[src/rtl/dot_accel_pkg.sv]
// Shared types and constants for the dot_accel Q16.16 dot-product engine.
// Register offsets, FSM encoding and address/length helpers live here.
package dot_accel_pkg;

  localparam int unsigned DATA_W     = 32;
  localparam int unsigned ADDR_W     = 32;
  localparam int unsigned REG_ADDR_W = 3;
  localparam int unsigned LEN_W      = 16;
  localparam int unsigned FRAC_BITS  = 16;
  localparam int unsigned N_MAX      = 65535;

  typedef logic signed [DATA_W-1:0] q16_t;

  typedef enum logic [2:0] {
    S_IDLE,
    S_RD_W,
    S_WT_W,
    S_RD_A,
    S_WT_A,
    S_ACC,
    S_DONE
  } state_e;

  localparam logic [REG_ADDR_W-1:0] REG_START = 3'd0;
  localparam logic [REG_ADDR_W-1:0] REG_WBASE = 3'd1;
  localparam logic [REG_ADDR_W-1:0] REG_ABASE = 3'd2;
  localparam logic [REG_ADDR_W-1:0] REG_LEN   = 3'd3;
  localparam logic [REG_ADDR_W-1:0] REG_BIAS  = 3'd4;

  function automatic logic [LEN_W-1:0] clamp_len(input logic [DATA_W-1:0] n);
    if (n > DATA_W'(N_MAX)) return LEN_W'(N_MAX);
    return n[LEN_W-1:0];
  endfunction

  // Byte address of element idx; wraps modulo 2^32.
  function automatic logic [ADDR_W-1:0] elem_addr(input logic [ADDR_W-1:0] base,
                                                  input logic [LEN_W-1:0]  idx);
    return base + ADDR_W'({idx, 2'b00});
  endfunction

endpackage

[src/rtl/dot_accel_mul.sv]
// q16_mul: combinational signed Q16.16 multiply, keeping product bits [47:16]
// (truncation toward minus infinity).
module q16_mul
  import dot_accel_pkg::*;
(
  input  q16_t a_i,
  input  q16_t b_i,
  output q16_t p_o
);

  logic [2*DATA_W-1:0]          a_ext;
  logic [2*DATA_W-1:0]          b_ext;
  logic [FRAC_BITS-1:0]         unused_hi;
  logic [FRAC_BITS-1:0]         unused_lo;

  // Low 64 bits of the product of sign-extended operands equal the signed product.
  assign a_ext = {{DATA_W{a_i[DATA_W-1]}}, a_i};
  assign b_ext = {{DATA_W{b_i[DATA_W-1]}}, b_i};
  assign {unused_hi, p_o, unused_lo} = a_ext * b_ext;

endmodule

[src/rtl/dot_accel.sv]
// dot_accel: Avalon-MM dot-product engine, acc = bias + sum(w[i]*a[i]) in Q16.16.
// Define DOT_ACCEL_RELU_EN to clamp a negative final accumulator to zero.
module dot_accel
  import dot_accel_pkg::*;
(
  input  logic                  clk,
  input  logic                  reset,
  input  logic [REG_ADDR_W-1:0] slave_address,
  input  logic                  slave_read,
  input  logic                  slave_write,
  input  logic [DATA_W-1:0]     slave_writedata,
  output logic [DATA_W-1:0]     slave_readdata,
  output logic                  slave_waitrequest,
  output logic [ADDR_W-1:0]     master_address,
  output logic                  master_read,
  input  logic                  master_waitrequest,
  input  logic [DATA_W-1:0]     master_readdata,
  input  logic                  master_readdatavalid
);

  state_e              state_q;
  logic [ADDR_W-1:0]   wbase_reg_q, abase_reg_q;
  logic [DATA_W-1:0]   len_reg_q, bias_reg_q;
  logic [ADDR_W-1:0]   w_base_q, a_base_q;
  logic [LEN_W-1:0]    len_q, idx_q, idx_d;
  q16_t                acc_q, w_q, a_q, prod;
  logic [DATA_W-1:0]   result_q, result_d;
  logic                master_read_q;
  logic [ADDR_W-1:0]   master_address_q;
  logic                start;

  q16_mul u_mul (
    .a_i (w_q),
    .b_i (a_q),
    .p_o (prod)
  );

  assign start = slave_write && (slave_address == REG_START);
  assign idx_d = idx_q + LEN_W'(1);

`ifdef DOT_ACCEL_RELU_EN
  assign result_d = acc_q[DATA_W-1] ? '0 : acc_q;
`else
  assign result_d = acc_q;
`endif

  always_ff @(posedge clk) begin
    if (reset) begin
      state_q          <= S_IDLE;
      wbase_reg_q      <= '0;
      abase_reg_q      <= '0;
      len_reg_q        <= '0;
      bias_reg_q       <= '0;
      w_base_q         <= '0;
      a_base_q         <= '0;
      len_q            <= '0;
      idx_q            <= '0;
      acc_q            <= '0;
      w_q              <= '0;
      a_q              <= '0;
      result_q         <= '0;
      master_read_q    <= 1'b0;
      master_address_q <= '0;
    end else begin
      // Programmed registers accept writes at any time; they only feed the next start.
      if (slave_write) begin
        case (slave_address)
          REG_WBASE: wbase_reg_q <= slave_writedata;
          REG_ABASE: abase_reg_q <= slave_writedata;
          REG_LEN:   len_reg_q   <= slave_writedata;
          REG_BIAS:  bias_reg_q  <= slave_writedata;
          default: ;
        endcase
      end

      case (state_q)
        S_IDLE: begin
          if (start) begin
            w_base_q <= wbase_reg_q;
            a_base_q <= abase_reg_q;
            len_q    <= clamp_len(len_reg_q);
            acc_q    <= bias_reg_q;
            idx_q    <= '0;
            if (len_reg_q == '0) begin
              state_q <= S_DONE;
            end else begin
              state_q          <= S_RD_W;
              master_read_q    <= 1'b1;
              master_address_q <= wbase_reg_q;
            end
          end
        end
        S_RD_W: begin
          if (!master_waitrequest) begin
            master_read_q <= 1'b0;
            state_q       <= S_WT_W;
          end
        end
        S_WT_W: begin
          if (master_readdatavalid) begin
            w_q              <= master_readdata;
            state_q          <= S_RD_A;
            master_read_q    <= 1'b1;
            master_address_q <= elem_addr(a_base_q, idx_q);
          end
        end
        S_RD_A: begin
          if (!master_waitrequest) begin
            master_read_q <= 1'b0;
            state_q       <= S_WT_A;
          end
        end
        S_WT_A: begin
          if (master_readdatavalid) begin
            a_q     <= master_readdata;
            state_q <= S_ACC;
          end
        end
        S_ACC: begin
          acc_q <= acc_q + prod;
          idx_q <= idx_d;
          if (idx_d == len_q) begin
            state_q <= S_DONE;
          end else begin
            state_q          <= S_RD_W;
            master_read_q    <= 1'b1;
            master_address_q <= elem_addr(w_base_q, idx_d);
          end
        end
        S_DONE: begin
          result_q <= result_d;
          state_q  <= S_IDLE;
        end
        default: state_q <= S_IDLE;
      endcase
    end
  end

  assign master_read    = master_read_q;
  assign master_address = master_address_q;

  // Result reads stall while a run is in flight; everything else answers at once.
  always_comb begin
    slave_readdata    = '0;
    slave_waitrequest = 1'b0;
    if (slave_read) begin
      case (slave_address)
        REG_START: begin
          if (state_q != S_IDLE) slave_waitrequest = 1'b1;
          else                   slave_readdata    = result_q;
        end
        REG_WBASE: slave_readdata = wbase_reg_q;
        REG_ABASE: slave_readdata = abase_reg_q;
        REG_LEN:   slave_readdata = len_reg_q;
        REG_BIAS:  slave_readdata = bias_reg_q;
        default:   slave_readdata = '0;
      endcase
    end
  end

endmodule

[config.mk]
export PLATFORM = sky130hd
export DESIGN_NAME = dot_accel
export DESIGN_NICKNAME = d
export VERILOG_FILES = /design/src/rtl/dot_accel_pkg.sv /design/src/rtl/dot_accel_mul.sv /design/src/rtl/dot_accel.sv
export SDC_FILE = /design/constraint.sdc
export NUM_CORES = 2
export LEC_CHECK = 0
export CAP_MARGIN = 30
export CORE_AREA = 2 2 373 264
export CTS_CLUSTER_SIZE = 8
export DETAILED_ROUTE_END_ITERATION = 8
export DIE_AREA = 0 0 375 266
export DONT_BUFFER_PORTS = 1
export SETUP_SLACK_MARGIN = 0.5
export SLEW_MARGIN = 20
export SYNTH_ARGS = -nofsm -noshare
export SYNTH_HDL_FRONTEND = slang
export SYNTH_SLANG_ARGS = --single-unit
[constraint.sdc]
create_clock -name clk -period 13.3 [get_ports clk]
set_clock_uncertainty 0.2 [all_clocks]
set_input_delay 3.325 -clock clk [delete_from_list [all_inputs] [get_ports clk]]
set_output_delay 3.325 -clock clk [all_outputs]
set_load 0.03 [all_outputs]
==> results by group <==
Power and ir drop
  • Reg power frac: 0.446
  • Int Pwr: 0.00201 W
  • Clock Power Share: 0.466
  • Pleak: 22.5 nW
  • Sw Pwr: 0.000779 W
  • Sw frac: 0.279
  • PD cells: 55.4 mW/mm²
  • Combinational fraction of design power: 0.088
  • Max VDD drop: 0.0913 mV

Timing
  • Max_slew headroom: 0.347
  • Post-route setup TNS: 0 ns
  • Tmin final: 10.95 ns
  • Worst Tran Pin Value: 0.975 ns
  • Fin. max-slew vios: 0
  • Final period util: 0.823
  • Fmax: 91.4 MHz
  • Hold Violations, Final: 0
  • RSZ-0062 raised after global routing: false
  • Final setup vio count: 0

Layout
  • Final Cell Area: 0.0503 mm²
  • Layout cells sized above 1: 0.0394
  • Fin nets: 6544
  • P&R area growth vs syn: 5.41%
  • Fin util: 0.521
  • N_diodes: 0

Global routing
  • Vias in the first global route: 36400
  • Largest net degree at the start of global routing: 389
  • First-pass GRT wire length: 221 mm
  • Total gr overflow: 0
  • Initial antenna violation count: 3
  • Total GRT Usage: 0.287

Synth
  • Cell variety after synth: 80
  • Synthesized cell area: 0.0477 mm²
  • Syn. warnings: 0
  • Synthesized area per cell: 8.53 µm²
  • FF+latch count, synth: 388
  • Ys flop type: dfxtp_1
  • Top-count cell post-synth: nand2_1
  • EDFF count, synth: 0
  • Seq/Total Area, Yosys: 0.163
  • Yosys top cell area share: 0.353
  • Synth async-reset ratio: 0
  • Synth area leaders: fa_1, dfxtp_1, nand2_1
  • Syn Inst Count: 5600
  • Synth top cells by count: nand2_1, fa_1, inv_1
  • Mapped Nets: 6746
  • Synth area leader: fa_1

Setup path
  • Worst path max stage delay: 0.92 ns
  • Critical path arrival: 11.26 ns
  • Nature of the critical path endpoint: flop
  • Worst Setup Path Type: flop to flop
  • Critical path peak fanout: 19
  • Worst EP required: 13.61 ns
  • Startpoint Class: flop
  • Slowest cell on crit path: dfxtp_1
  • CP most frequent cell: fa_1

Die
  • Die Y: 266 µm
  • Io pins: 139
  • Die ar.: 0.0998 mm²
  • Cell row count: 96
  • Chip width: 375 µm
  • Core area: 0.0967 mm²
  • Initial Utilization: 0.494

Route
  • Vias post-DR: 37100
  • Drt via density: 5.56
  • DRT Wirelength: 140 mm
  • 1st-pass router iterations: 5
  • Routed Antenna Nets: 0
  • Initial DRC count: 3431
  • Routed len/inst: 21.0 µm
  • Detailed-route DRC error count: 0

Min path
  • Worst min path class: flop to flop

Placed design
  • RePlAce Congestion: 0.914
  • HPWL Detailed: 107 mm
  • Placed cell areas: 0.0488 mm²
  • Port bufs: 0

Clock network
  • Clock sink count: 388
  • Number of gates resized after cts: 0
  • CTS Buf Count: 55
  • CTS Buffer Depth: 3
  • Root buffer cell: clkbuf_16
  • Htree depth: 2
  • Post-CTS Hold Buffers: 0
  • Setup Buffers After CTS: 0
  • CTS tree: done
  • Clock transition at the registers of the reported paths: 0.05 ns
  • Clock latency on the worst-skew pair: 0.62 ns

Outcome
  • Status: finished, final reports clean

Flow run
  • Max_cap viols: 0
## final timing paths
kind                             startpoint           to  slack (ns)  depth (start not counted)
worst max-delay path                 w_q[6]    acc_q[27]        2.35                         38
worst min-delay path            result_q[5]  result_q[5]        0.25                          2
worst max register to register       w_q[6]    acc_q[27]        2.35                         38
worst min register to register  result_q[5]  result_q[5]        0.25                          2
## power groups by stage
| stage | clock network, W | logic, W | registers [W] |
|---|---|---|---|
| 5_1_grt | 0.00136 | 0.000264 | 0.00125 |
| 6_report | 0.00130 | 0.000245 | 0.00124 |
| 3_3_place_gp | 0 | 0.000232 | 0.00127 |
| 4_1_cts | 0.00132 | 0.000241 | 0.00124 |
| 2_1_floorplan | 0 | 0.000175 | 0.00125 |
| 3_5_place_dp | 0 | 0.000240 | 0.00127 |
## routing by layer
| layer | share of wire | track usage | up-vias |
|---|---|---|---|
| met3 | 0.089 | 0.0564 | 143 |
| met2 | 0.43 | 0.418 | 1365 |
| met5 | 0.00015 | 0 | - |
| li1 | - | - | 16900 |
| met4 | 0.022 | 0.0618 | 4 |
| met1 | 0.46 | 0.439 | 18700 |
## sequential cells by signal (all words and copies together) (netlist names)
name and cells:
idx_q 16, abase_reg_q 32, acc_q 32, master_address 32
wbase_reg_q 32, master_read 1, bias_reg_q 32, w_q 32
state_q 3, len_reg_q 32, w_base_q 32, len_q 16
result_q 32, a_base_q 32, a_q 32
## logic make-up (layout without fill, tap and decap cells)
| logic type | after synthesis | count (layout) | share of synthesized area |
|---|---|---|---|
| compound gates | 754 | 754 | 0.101 |
| flops | 388 | 388 | 0.163 |
| simple gates | 2039 | 2039 | 0.198 |
| buf+inv | 1172 | 976 | 0.0930 |
| fa+ha+maj | 1073 | 1073 | 0.413 |
| xor+xnor | 168 | 168 | 0.0312 |
| mux | 6 | 6 | 0.00128 |
## worst max-delay path: cells and delay by family, from the launching register on
family | cells | cell delay, ns
fa+ha+maj | 10 | 4.07
xor+xnor | 2 | 0.31
compound gates | 13 | 3.35
buf+inv | 5 | 0.60
simple gates | 8 | 1.38
flops | 1 | 0.92
## cell type report
type                       instances  area (µm²)
inverter                         822        3090
clock buffer                      60        1440
multi-input combinational       4040       35600
clock inverter                     3        58.8
fill                            9128       46400
tap                             1274        1590
sequential                       388        7770
timing repair buffer              91         777
## cells in the final DEF, fill, tap and decap left out, types with 45 or more instances in the layout
master / n
nand2_1: 1140
fa_1: 841
inv_1: 822
and2_1: 507
dfxtp_1: 387
a21oi_1: 380
ha_1: 232
nor2_1: 159
xnor2_1: 123
buf_4: 82
a22oi_1: 72
nor3_1: 57
clkbuf_16: 56
o21ai_0: 48
a31oi_1: 45
## per-stage QoR
step | hold WS (ns) | std cells | setup slack (ns) | total power [W]
floorplan | 0.236 | 5600 | 3.93 | 0.00143
global placement | 0.238 | 6605 | 2.35 | 0.00150
CTS | 0.253 | 6677 | 2.43 | 0.00280
finish | 0.253 | 6678 | 2.35 | 0.00279
global route | 0.266 | 6678 | 1.71 | 0.00287
detailed placement | 0.246 | 6614 | 2.45 | 0.00151
Note: power is estimated with default switching activity, not from simulation.
